===== src/rtl/pred_pkg.sv =====
// Shared types and helpers for the predictor shift tuner.
package pred_pkg;

    typedef enum logic {
        IDLE,
        MEASURE
    } state_e;

    function automatic int unsigned bits_for(input int unsigned maxval);
        return $clog2(maxval + 1);
    endfunction

    function automatic int unsigned acc_bits(input int unsigned cw, input int unsigned avg_log2);
        return cw + avg_log2;
    endfunction

    // The predictor loads shift-1, so the result never goes below 1.
    function automatic int clamp_shift(input int diff, input int unsigned pmax);
        if (diff <= 0)
            return 1;
        else if (diff > int'(pmax))
            return int'(pmax);
        return diff;
    endfunction

endpackage


===== src/rtl/pred_tune_avg.sv =====
// Block accumulator, averaging divide and clamped two-stage output pipeline.
module pred_tune_avg
    import pred_pkg::*;
#(
    parameter int unsigned PRED_PARAMETER = 255,
    parameter int unsigned PERIOD_MAX     = 1023,
    parameter int unsigned AVG_LOG2       = 2,
    parameter int unsigned SHIFT_INIT     = 1,
    localparam int unsigned W             = bits_for(PRED_PARAMETER),
    localparam int unsigned CW            = bits_for(PERIOD_MAX),
    localparam int unsigned AW            = acc_bits(CW, AVG_LOG2)
) (
    input  logic          clk,
    input  logic          rst,
    input  logic          clr_i,
    input  logic          smp_vld_i,
    input  logic [CW-1:0] smp_i,
    input  logic [W-1:0]  lead_i,
    output logic [W-1:0]  shift_o,
    output logic          lock_o,
    output logic          upd_o,
    output logic [CW-1:0] half_period_o
);

    logic [AW-1:0]       acc_q, acc_d;
    logic [AVG_LOG2-1:0] idx_q, idx_d;
    logic [CW-1:0]       avg_q, avg_d;
    logic                v1_q, v1_d;
    logic [W-1:0]        shift_q, shift_d;
    logic                lock_q, lock_d;
    logic                upd_q, upd_d;
    logic [CW-1:0]       hp_q, hp_d;
    logic [AW-1:0]       sum;
    logic signed [CW:0]  diff;

    always_comb begin
        acc_d   = acc_q;
        idx_d   = idx_q;
        avg_d   = avg_q;
        v1_d    = 1'b0;
        shift_d = shift_q;
        lock_d  = lock_q;
        upd_d   = 1'b0;
        hp_d    = hp_q;
        sum     = acc_q + AW'(smp_i);
        diff    = $signed({1'b0, avg_q}) - $signed({{(CW + 1 - W){1'b0}}, lead_i});

        // An abort landing on the second pipeline stage also suppresses that result.
        if (v1_q && !clr_i) begin
            hp_d    = avg_q;
            shift_d = W'(clamp_shift(int'(diff), PRED_PARAMETER));
            lock_d  = 1'b1;
            upd_d   = 1'b1;
        end

        if (clr_i) begin
            acc_d  = '0;
            idx_d  = '0;
            lock_d = 1'b0;
        end else if (smp_vld_i) begin
            if (&idx_q) begin
                avg_d = sum[AW-1:AVG_LOG2];
                v1_d  = 1'b1;
                acc_d = '0;
                idx_d = '0;
            end else begin
                acc_d = sum;
                idx_d = idx_q + 1'b1;
            end
        end
    end

    always_ff @(posedge clk) begin
        if (rst) begin
            acc_q   <= '0;
            idx_q   <= '0;
            avg_q   <= '0;
            v1_q    <= 1'b0;
            shift_q <= W'(SHIFT_INIT);
            lock_q  <= 1'b0;
            upd_q   <= 1'b0;
            hp_q    <= '0;
        end else begin
            acc_q   <= acc_d;
            idx_q   <= idx_d;
            avg_q   <= avg_d;
            v1_q    <= v1_d;
            shift_q <= shift_d;
            lock_q  <= lock_d;
            upd_q   <= upd_d;
            hp_q    <= hp_d;
        end
    end

    assign shift_o       = shift_q;
    assign lock_o        = lock_q;
    assign upd_o         = upd_q;
    assign half_period_o = hp_q;

endmodule


===== src/rtl/sync.sv =====
// Multi-bit two-flop synchronizer for asynchronous inputs.
module sync #(
    parameter int unsigned WIDTH = 1
) (
    input  logic             clk,
    input  logic             rst,
    input  logic [WIDTH-1:0] d_i,
    output logic [WIDTH-1:0] q_o
);

    logic [WIDTH-1:0] s1_q;
    logic [WIDTH-1:0] s2_q;

    always_ff @(posedge clk) begin
        if (rst) begin
            s1_q <= '0;
            s2_q <= '0;
        end else begin
            s1_q <= d_i;
            s2_q <= s1_q;
        end
    end

    assign q_o = s2_q;

endmodule


===== src/rtl/pred_tune.sv =====
// Closed-loop tuner: measures feedback half-period and derives the predictor shift.
module pred_tune
    import pred_pkg::*;
#(
    parameter int unsigned PRED_PARAMETER = 255,
    parameter int unsigned PERIOD_MAX     = 1023,
    parameter int unsigned AVG_LOG2       = 2,
    parameter int unsigned MIN_HALF       = 4,
    parameter int unsigned SHIFT_INIT     = 1,
    localparam int unsigned W             = bits_for(PRED_PARAMETER),
    localparam int unsigned CW            = bits_for(PERIOD_MAX)
) (
    input  logic          clk,
    input  logic          rst,
    input  logic          sgn,
    input  logic          en,
    input  logic [W-1:0]  lead,
    output logic [W-1:0]  shift,
    output logic          lock,
    output logic          upd,
    output logic [CW-1:0] half_period
);

    state_e        state_q, state_d;
    logic [CW-1:0] cnt_q, cnt_d;
    logic          sgn_s;
    logic          sgn_d_q;
    logic          edg;
    logic          smp_vld;
    logic          clr;

    sync #(.WIDTH(1)) u_sync (
        .clk (clk),
        .rst (rst),
        .d_i (sgn),
        .q_o (sgn_s)
    );

    assign edg = sgn_s ^ sgn_d_q;

    always_comb begin
        state_d = state_q;
        cnt_d   = cnt_q;
        smp_vld = 1'b0;
        clr     = 1'b0;
        case (state_q)
            IDLE: begin
                if (en && edg) begin
                    state_d = MEASURE;
                    cnt_d   = CW'(1);
                    clr     = 1'b1;
                end
            end
            MEASURE: begin
                if (!en) begin
                    state_d = IDLE;
                    clr     = 1'b1;
                end else if (edg) begin
                    // Edge outranks timeout: a saturated count is still a valid sample.
                    cnt_d = CW'(1);
                    if (cnt_q < CW'(MIN_HALF)) begin
                        state_d = IDLE;
                        clr     = 1'b1;
                    end else begin
                        smp_vld = 1'b1;
                    end
                end else if (cnt_q == CW'(PERIOD_MAX)) begin
                    state_d = IDLE;
                    clr     = 1'b1;
                end else begin
                    cnt_d = cnt_q + 1'b1;
                end
            end
            default: state_d = IDLE;
        endcase
    end

    always_ff @(posedge clk) begin
        if (rst) begin
            state_q <= IDLE;
            cnt_q   <= '0;
            sgn_d_q <= 1'b0;
        end else begin
            state_q <= state_d;
            cnt_q   <= cnt_d;
            sgn_d_q <= sgn_s;
        end
    end

    pred_tune_avg #(
        .PRED_PARAMETER (PRED_PARAMETER),
        .PERIOD_MAX     (PERIOD_MAX),
        .AVG_LOG2       (AVG_LOG2),
        .SHIFT_INIT     (SHIFT_INIT)
    ) u_avg (
        .clk           (clk),
        .rst           (rst),
        .clr_i         (clr),
        .smp_vld_i     (smp_vld),
        .smp_i         (cnt_q),
        .lead_i        (lead),
        .shift_o       (shift),
        .lock_o        (lock),
        .upd_o         (upd),
        .half_period_o (half_period)
    );

endmodule


===== config.mk =====
export PLATFORM = sky130hd
export DESIGN_NAME = pred_tune
export DESIGN_NICKNAME = d
export VERILOG_FILES = /design/src/rtl/pred_pkg.sv /design/src/rtl/pred_tune_avg.sv /design/src/rtl/sync.sv /design/src/rtl/pred_tune.sv
export SDC_FILE = /design/constraint.sdc
export NUM_CORES = 1
export LEC_CHECK = 0
export CAP_MARGIN = 30
export CORE_MARGIN = 2
export CORE_UTILIZATION = 35
export DETAILED_ROUTE_END_ITERATION = 10
export PLACE_DENSITY_LB_ADDON = 0.2
export SYNTH_ARGS = -nofsm -noshare
export SYNTH_HDL_FRONTEND = slang
export SYNTH_SLANG_ARGS = --single-unit

===== constraint.sdc =====
create_clock -name clk -period 2.54 [get_ports clk]
set_input_delay 0.635 -clock clk [delete_from_list [all_inputs] [get_ports clk]]
set_output_delay 0.635 -clock clk [all_outputs]
set_load 0.01 [all_outputs]

**After elaboration in Yosys (flattened, before gate mapping)**

Index checks and enable logic that the tools add are counted.

- Input bits: 12
- Bits in registers: 59
- Memories: 0
- Bits in latches: 0
- Memory bits (read-only): 0
- Word-level logic and storage cells: 65
- Bits in writable memories: 0

- Bitwise logic cells: 4
- Multiply operators: 0
- $add $sub $neg: 4
- Reduce and logical (&&, ||, !) cells: 8
- Equality and inequality tests: 4
- $lt $le $gt $ge: 3
- Mux-type cells: 29
- Shift operators: 0
- Div/mod/pow operators: 0

Operator list:

| operator | number |
|---|---|
| 10-bit 2-to-1 mux | 4 |
| 8-bit 2-to-1 mux | 3 |
| 10-bit one-hot mux with 2 select lines | 1 |
| 1-bit 2-to-1 mux | 17 |
| 12-bit by 10-bit adder with 12-bit output | 1 |
| 12-bit 2-to-1 mux | 1 |
| 11-bit by 9-bit greater-than comparator with 1-bit output (second input constant) | 1 |
| 11-bit by 1-bit <= comparator with 1-bit output (second input constant) | 1 |
| 10-bit by 8-bit subtractor with 11-bit output | 1 |
| 10-bit by 1-bit adder with 10-bit output (second input constant) | 1 |
| 10-bit equality test (second input constant) | 1 |
| 10-bit by 3-bit less-than comparator with 1-bit output (second input constant) | 1 |
| 2-bit inequality test (second input constant) | 2 |
| 1-bit one-hot mux with 2 select lines | 2 |
| 4-bit AND reduction | 1 |
| 3-bit inequality test (second input constant) | 1 |
| 1-bit inverter | 3 |
| 3-bit AND reduction | 1 |
| 3-bit OR reduction | 1 |
| 2-bit by 1-bit adder with 2-bit output (second input constant) | 1 |
| 1-bit logical AND | 2 |
| 2-bit 2-to-1 mux | 1 |
| 2-bit AND reduction | 1 |
| 2-bit OR reduction | 1 |
| 2 further kinds | 2 |

**Logic depth before layout (Yosys ltp)**

- Word-level depth: 9
- Depth in mapped cells: 11

**By module**

A second synthesis with hierarchy kept.

- Cell total of the unflattened synthesis: 418
- Area total of the unflattened synthesis: 3502.1 sq um

By module, submodules not included:

| module | seq. area each (sq um) | area an instance (sq um) | cells an instance | instances |
|---|---|---|---|---|
| pred_tune_avg | 900.9 | 2667.6 | 328 | 1 |
| pred_tune | 240.2 | 782.0 | 86 | 1 |
| sync | 40.0 | 52.6 | 4 | 1 |

**Worst setup path before layout**

No wires, ideal clock.

- Path type: in2reg
- Start point: input port lead[0]
- End point: register u_avg.shift_q[0] (netlist: u_avg.shift_o[0])
- Setup time: 0.133 ns
- Path buffers: 0
- Data arrival time: 2.555 ns
- Required time: 2.407 ns
- Slack: -0.148 ns
- Stages: 10
- Cell sequence: ha_1 inv_1 fa_1 a211oi_2 o21bai_1 o311a_4 nor4b_4 a211oi_4 nor4b_1 a21oi_1

- Cells in the longest elaborated chain, start to end: 6
- Elaborated cells on any way between the ends: 9
- Those cells by class: add/sub: 1; order compare: 2; mux: 6

RTL lines:

| item | RTL line | text |
|---|---|---|
| start, declared | pred_tune.sv:17 | `input logic [W-1:0] lead,` |
| 10-bit by 8-bit subtractor with 11-bit output (*) | pred_tune_avg.sv:46 | `diff = $signed({1'b0, avg_q}) - $signed({{(CW + 1 - W){1'b0}}, lead_i});` |
| 11-bit by 9-bit greater-than comparator with 1-bit output | pred_pkg.sv:21 | `else if (diff > int'(pmax))` |
| 1-bit 2-to-1 mux | pred_pkg.sv:21 |  |
| 1-bit 2-to-1 mux | pred_pkg.sv:19 | `if (diff <= 0)` |
| 1-bit 2-to-1 mux | pred_tune_avg.sv:49 | `if (v1_q && !clr_i) begin` |
| 8-bit 2-to-1 mux (*) | pred_pkg.sv:23 | `return diff;` |
| end signal, assigned | pred_tune_avg.sv:79 | `shift_q <= W'(SHIFT_INIT);` |
| end signal, assigned | pred_tune_avg.sv:88 | `shift_q <= shift_d;` |
| end, declared | pred_tune_avg.sv:29 | `logic [W-1:0] shift_q, shift_d;` |

Mark *: on every way between the ends. The rest lies on a longest branch, timed or not. The select of a mux whose other input is x is not followed.
A chain may end at the register's enable or synchronous reset.

**Final worst setup path**

- Start point: input port lead[6]
- End point: register u_avg.shift_q[1] (netlist: u_avg.shift_o[1])

Same word-level chain as after synthesis.

==> results list <==
- Outcome: finished, final reports clean
- Violation count after the first detailed-route iteration: 93
- Worst vdd rail ir drop: 0.0002002 V
- In this run the horizontal extent of the chip is 99.14 um.
- CTS hold repair buffers: 0
* Placeable core region: 0.008763 mm^2
* Total gr overflow: 0
* # nets final: ~480
* Post-synthesis async set-or-reset flop share: 0
* Wirelength, routed: 7280 um
* Kind of launch point of the worst setup path: primary input
* Row count: 34
* Clock buffers created by TritonCTS: 9
- Final setup violation count: 0
- Total power: 1993 uW
- Worst Hold Launch: u_avg.half_period_o[1]$_SDFFE_PP0P_
- For the pin with the worst max-slew slack, the measured transition is 0.4038 ns.
* Post-layout worst setup margin: 0.01879 ns
- Subtracting the final worst setup slack from the clock period gives 2.521 ns.
- Dominant cells by area after synthesis: sky130_fd_sc_hd__dfxtp_1, sky130_fd_sc_hd__ha_1, sky130_fd_sc_hd__nand2_1
- The first TritonRoute pass finished after 4 iterations.
* Worst endpoint required time: 2.79 ns
- Maximum clock rate: slightly below 400 MHz
- Setup repair after global routing could not meet its margin everywhere.
- Instance count after placement with tap cells included: 536
- Most frequent cells after synthesis: sky130_fd_sc_hd__dfxtp_1, sky130_fd_sc_hd__nand2_1, sky130_fd_sc_hd__nor2_1, sky130_fd_sc_hd__a21oi_1, sky130_fd_sc_hd__ha_1
- Top-area cell type share of the netlist area: 0.3728
- Final Skew: 0.007628 ns
- The share of the Yosys chip area taken by registers is 0.3728.
* Top-Level Pins: 32
* Final std cells w/o fill: 553
- Startpoint of the most critical setup path: lead[6]
- The longest clock path from root to sink contains 2 buffers.
- Of the available clock period, the critical path in the final layout requires 0.9926.
* Largest area contributor in the netlist: sky130_fd_sc_hd__dfxtp_1
- TritonCTS built the clock tree.
- Placed inst area: 0.003805 mm^2
* Number of distinct library cells after synthesis: 47
* Max-capacitance violation count: 0
- Worst path arrival time: 2.77 ns
- Number of sinks handled by clock tree synthesis: about 60
* Power density over the cells: 481.6 mW/mm^2
- STA classifies the critical path endpoint as a flop.
- Number of nets produced by synthesis: 413
- The die covers 0.009829 mm^2.
* Final Hold Violating Endpoints: 0
* Reg2reg start: u_avg.avg_q[0]$_SDFFE_PP0P_
* Source-to-sink clock delay at the later pin of the worst-skew pair: 0.33 ns
* HP Class: reg2reg
- The Yosys step of the flow raised 0 warnings.
- Post-detailed-route via-to-cell ratio: 5.090
* Aggregate global-route resource usage: 0.1533
* Peak per-stage delay on the critical path: 0.46 ns
- Worst reg-to-reg setup slack: 0.15 ns
- In this run the worst path has a maximum fanout of 4.
- Walking the worst path, the cells encountered are clkdlybuf4s50_1, inv_1, ha_4, buf_4, o21ai_1, a22oi_1, o21ai_2, xor2_1, a41oi_2, nand2_1, a211oi_2.
* Maximum number of pins on one net before global-route repair: 31
- In this run the tool buffered the top-level ports with 31 buffer cells.
- Post-Syn Area: around 0.0032 mm^2
- The number of antenna violations at the first check in global routing was 0.
- The number of slew-limit violations in the final report came to 0.
* Place WS: -0.6981 ns
* Worst slew margin relative to its limit: 0.7283
* Count of flip-flops with a built-in enable after synthesis: 0
* Cell with the biggest individual delay on the critical path: sky130_fd_sc_hd__clkdlybuf4s50_1
- The first global-routing pass estimated 12150 um of wire.
- The H-tree generated during clock tree synthesis spans 3 levels.
- The detailed router placed 2815 vias in this run.
- Height of the die: 99.14 um
- Dividing the detail-routed wire length by the instance count gives about 13 um.
- Clock transition at the register clock pins on the worst setup and hold paths after CTS: about 0.060 ns
* Root cell of the clock tree: sky130_fd_sc_hd__clkbuf_8
- Final Wtd Congestion: 0.8479
* Initial standard-cell utilization of the core: 0.3615
- Reported leakage power: 0.001668 uW
- Detailed placement finished with a half-perimeter wire length of 5430 um.
- Count leader, synth: sky130_fd_sc_hd__dfxtp_1
* Growth of design area from synthesis to finish: 30.61%
- The most used flip-flop cell after synthesis is sky130_fd_sc_hd__dfxtp_1.
* Ant. Diodes: 0
* DRC errors left: 0
- Final cell area excluding filler cells: roughly 0.0041 mm^2
- Vias in the first global route: ~2600
* Count of antenna-violating nets left after detailed routing: 0
- Synthesis inferred 59 register bits.
- Synthesis produced a netlist whose cell count is 379.
- Dividing the synthesized area by the synthesized cell count gives 8.359 um^2.
* Share of post-route cells with drive strength above 1: 0.1798
- Post-layout utilization of the core: 0.4722
* Type of the setup path with the least slack: in2reg
[state kept, by name, indices dropped and copies added, names as in the netlist]
name and count:
u_avg.avg_q 10, state_q 1, u_avg.acc_q 12, u_sync.q_o 1, u_avg.half_period_o 10, u_avg.idx_q 2, u_avg.shift_o 8, u_avg.lock_o 1
u_sync.s1_q 1, u_avg.upd_o 1, sgn_d_q 1, u_avg.v1_q 1, cnt_q 10
[cell families after synthesis]
| kind of cell | count (synthesis) | synth area share |
|---|---|---|
| adders and majority gates | 22 | 0.09163 |
| muxes | 1 | 0.003160 |
| and+or+nand+nor | 153 | 0.2366 |
| buffers and inverters | 31 | 0.04028 |
| AOI/OAI and AO/OA | 90 | 0.1919 |
| xor gates and xnor gates | 23 | 0.06359 |
| DFF | 59 | 0.3728 |
[layout by cell type (no fill, tap or decap), types with 8 or more instances in the layout]
cell / instances
sky130_fd_sc_hd__dfxtp_1: 58
sky130_fd_sc_hd__nand2_1: 50
sky130_fd_sc_hd__nor2_1: 41
sky130_fd_sc_hd__buf_4: 35
sky130_fd_sc_hd__a21oi_1: 34
sky130_fd_sc_hd__clkdlybuf4s50_1: 27
sky130_fd_sc_hd__ha_1: 16
sky130_fd_sc_hd__xor2_1: 12
sky130_fd_sc_hd__inv_1: 11
sky130_fd_sc_hd__xnor2_1: 11
sky130_fd_sc_hd__nor2b_1: 10
sky130_fd_sc_hd__clkbuf_8: 10
sky130_fd_sc_hd__a21o_1: 8
sky130_fd_sc_hd__a22oi_1: 8
sky130_fd_sc_hd__nor3_1: 8
[repair_timing]
item	4_1_cts	5_1_grt
endpoints found under the setup margin	8	9
buffers inserted	1	1
cloned	0	0
endpoints found under the hold margin	0	0
pin swaps	11	13
gates resized for setup	17	15
[final cells by class]
class | count | area, um^2
clock buffers | 10 | 137.6
fillers | 868 | 4626
inverters | 16 | 62.56
flip-flops and latches | 59 | 1182
repair buffers | 66 | 569.3
clock inverters | 5 | 77.57
multi-input cells | 289 | 1973
well taps | 108 | 135.1
[worst paths after layout]
path	endpoint	cells past startpoint
worst min register to register	u_avg.half_period_o[1]$_SDFFE_PP0P_	2
worst max-delay path	u_avg.shift_o[1]$_SDFFE_PP0P_	11
worst max register to register	u_avg.shift_o[1]$_SDFFE_PP0P_	12
worst min-delay path	u_avg.half_period_o[1]$_SDFFE_PP0P_	2
[per-stage QoR]
stage / TNS, ns / hold WS, ns
6_report: 0 / 0.4542
4_1_cts: -0.02336 / 0.4583
2_1_floorplan: -0.1003 / 0.4138
3_5_place_dp: -4.823 / 0.4460
5_1_grt: -0.09765 / 0.4713
3_3_place_gp: -4.538 / 0.4433
[metal layers]
| metal | up-vias | part of all wire | wire [um] | track usage |
|---|---|---|---|---|
| met5 | - | 0 | 0 | 0 |
| met4 | 0 | 0.012 | 85 | 0.05058 |
| met3 | 9 | 0.033 | 241 | 0.03795 |
| met2 | 38 | 0.45 | 3290 | 0.2370 |
| met1 | 1308 | 0.50 | 3663 | 0.2103 |
| li1 | 1460 | - | - | - |
[critical path: cells and delay by family]
kind / cells / cell delay [ns]
compound gates: 5 / 0.95
buf+inv: 3 / 0.64
fa+ha+maj: 1 / 0.27
xor+xnor: 1 / 0.18
simple gates: 1 / 0.11
[power by group]
part | internal (uW) | total, uW | switching (uW)
Clock | 570 | 936 | 366
Combinational | 62.5 | 124 | 61.8
Sequential | 929 | 933 | 4.09
Total | 1560 | 1990 | 432
No activity file was read; power rests on OpenSTA's default activity.
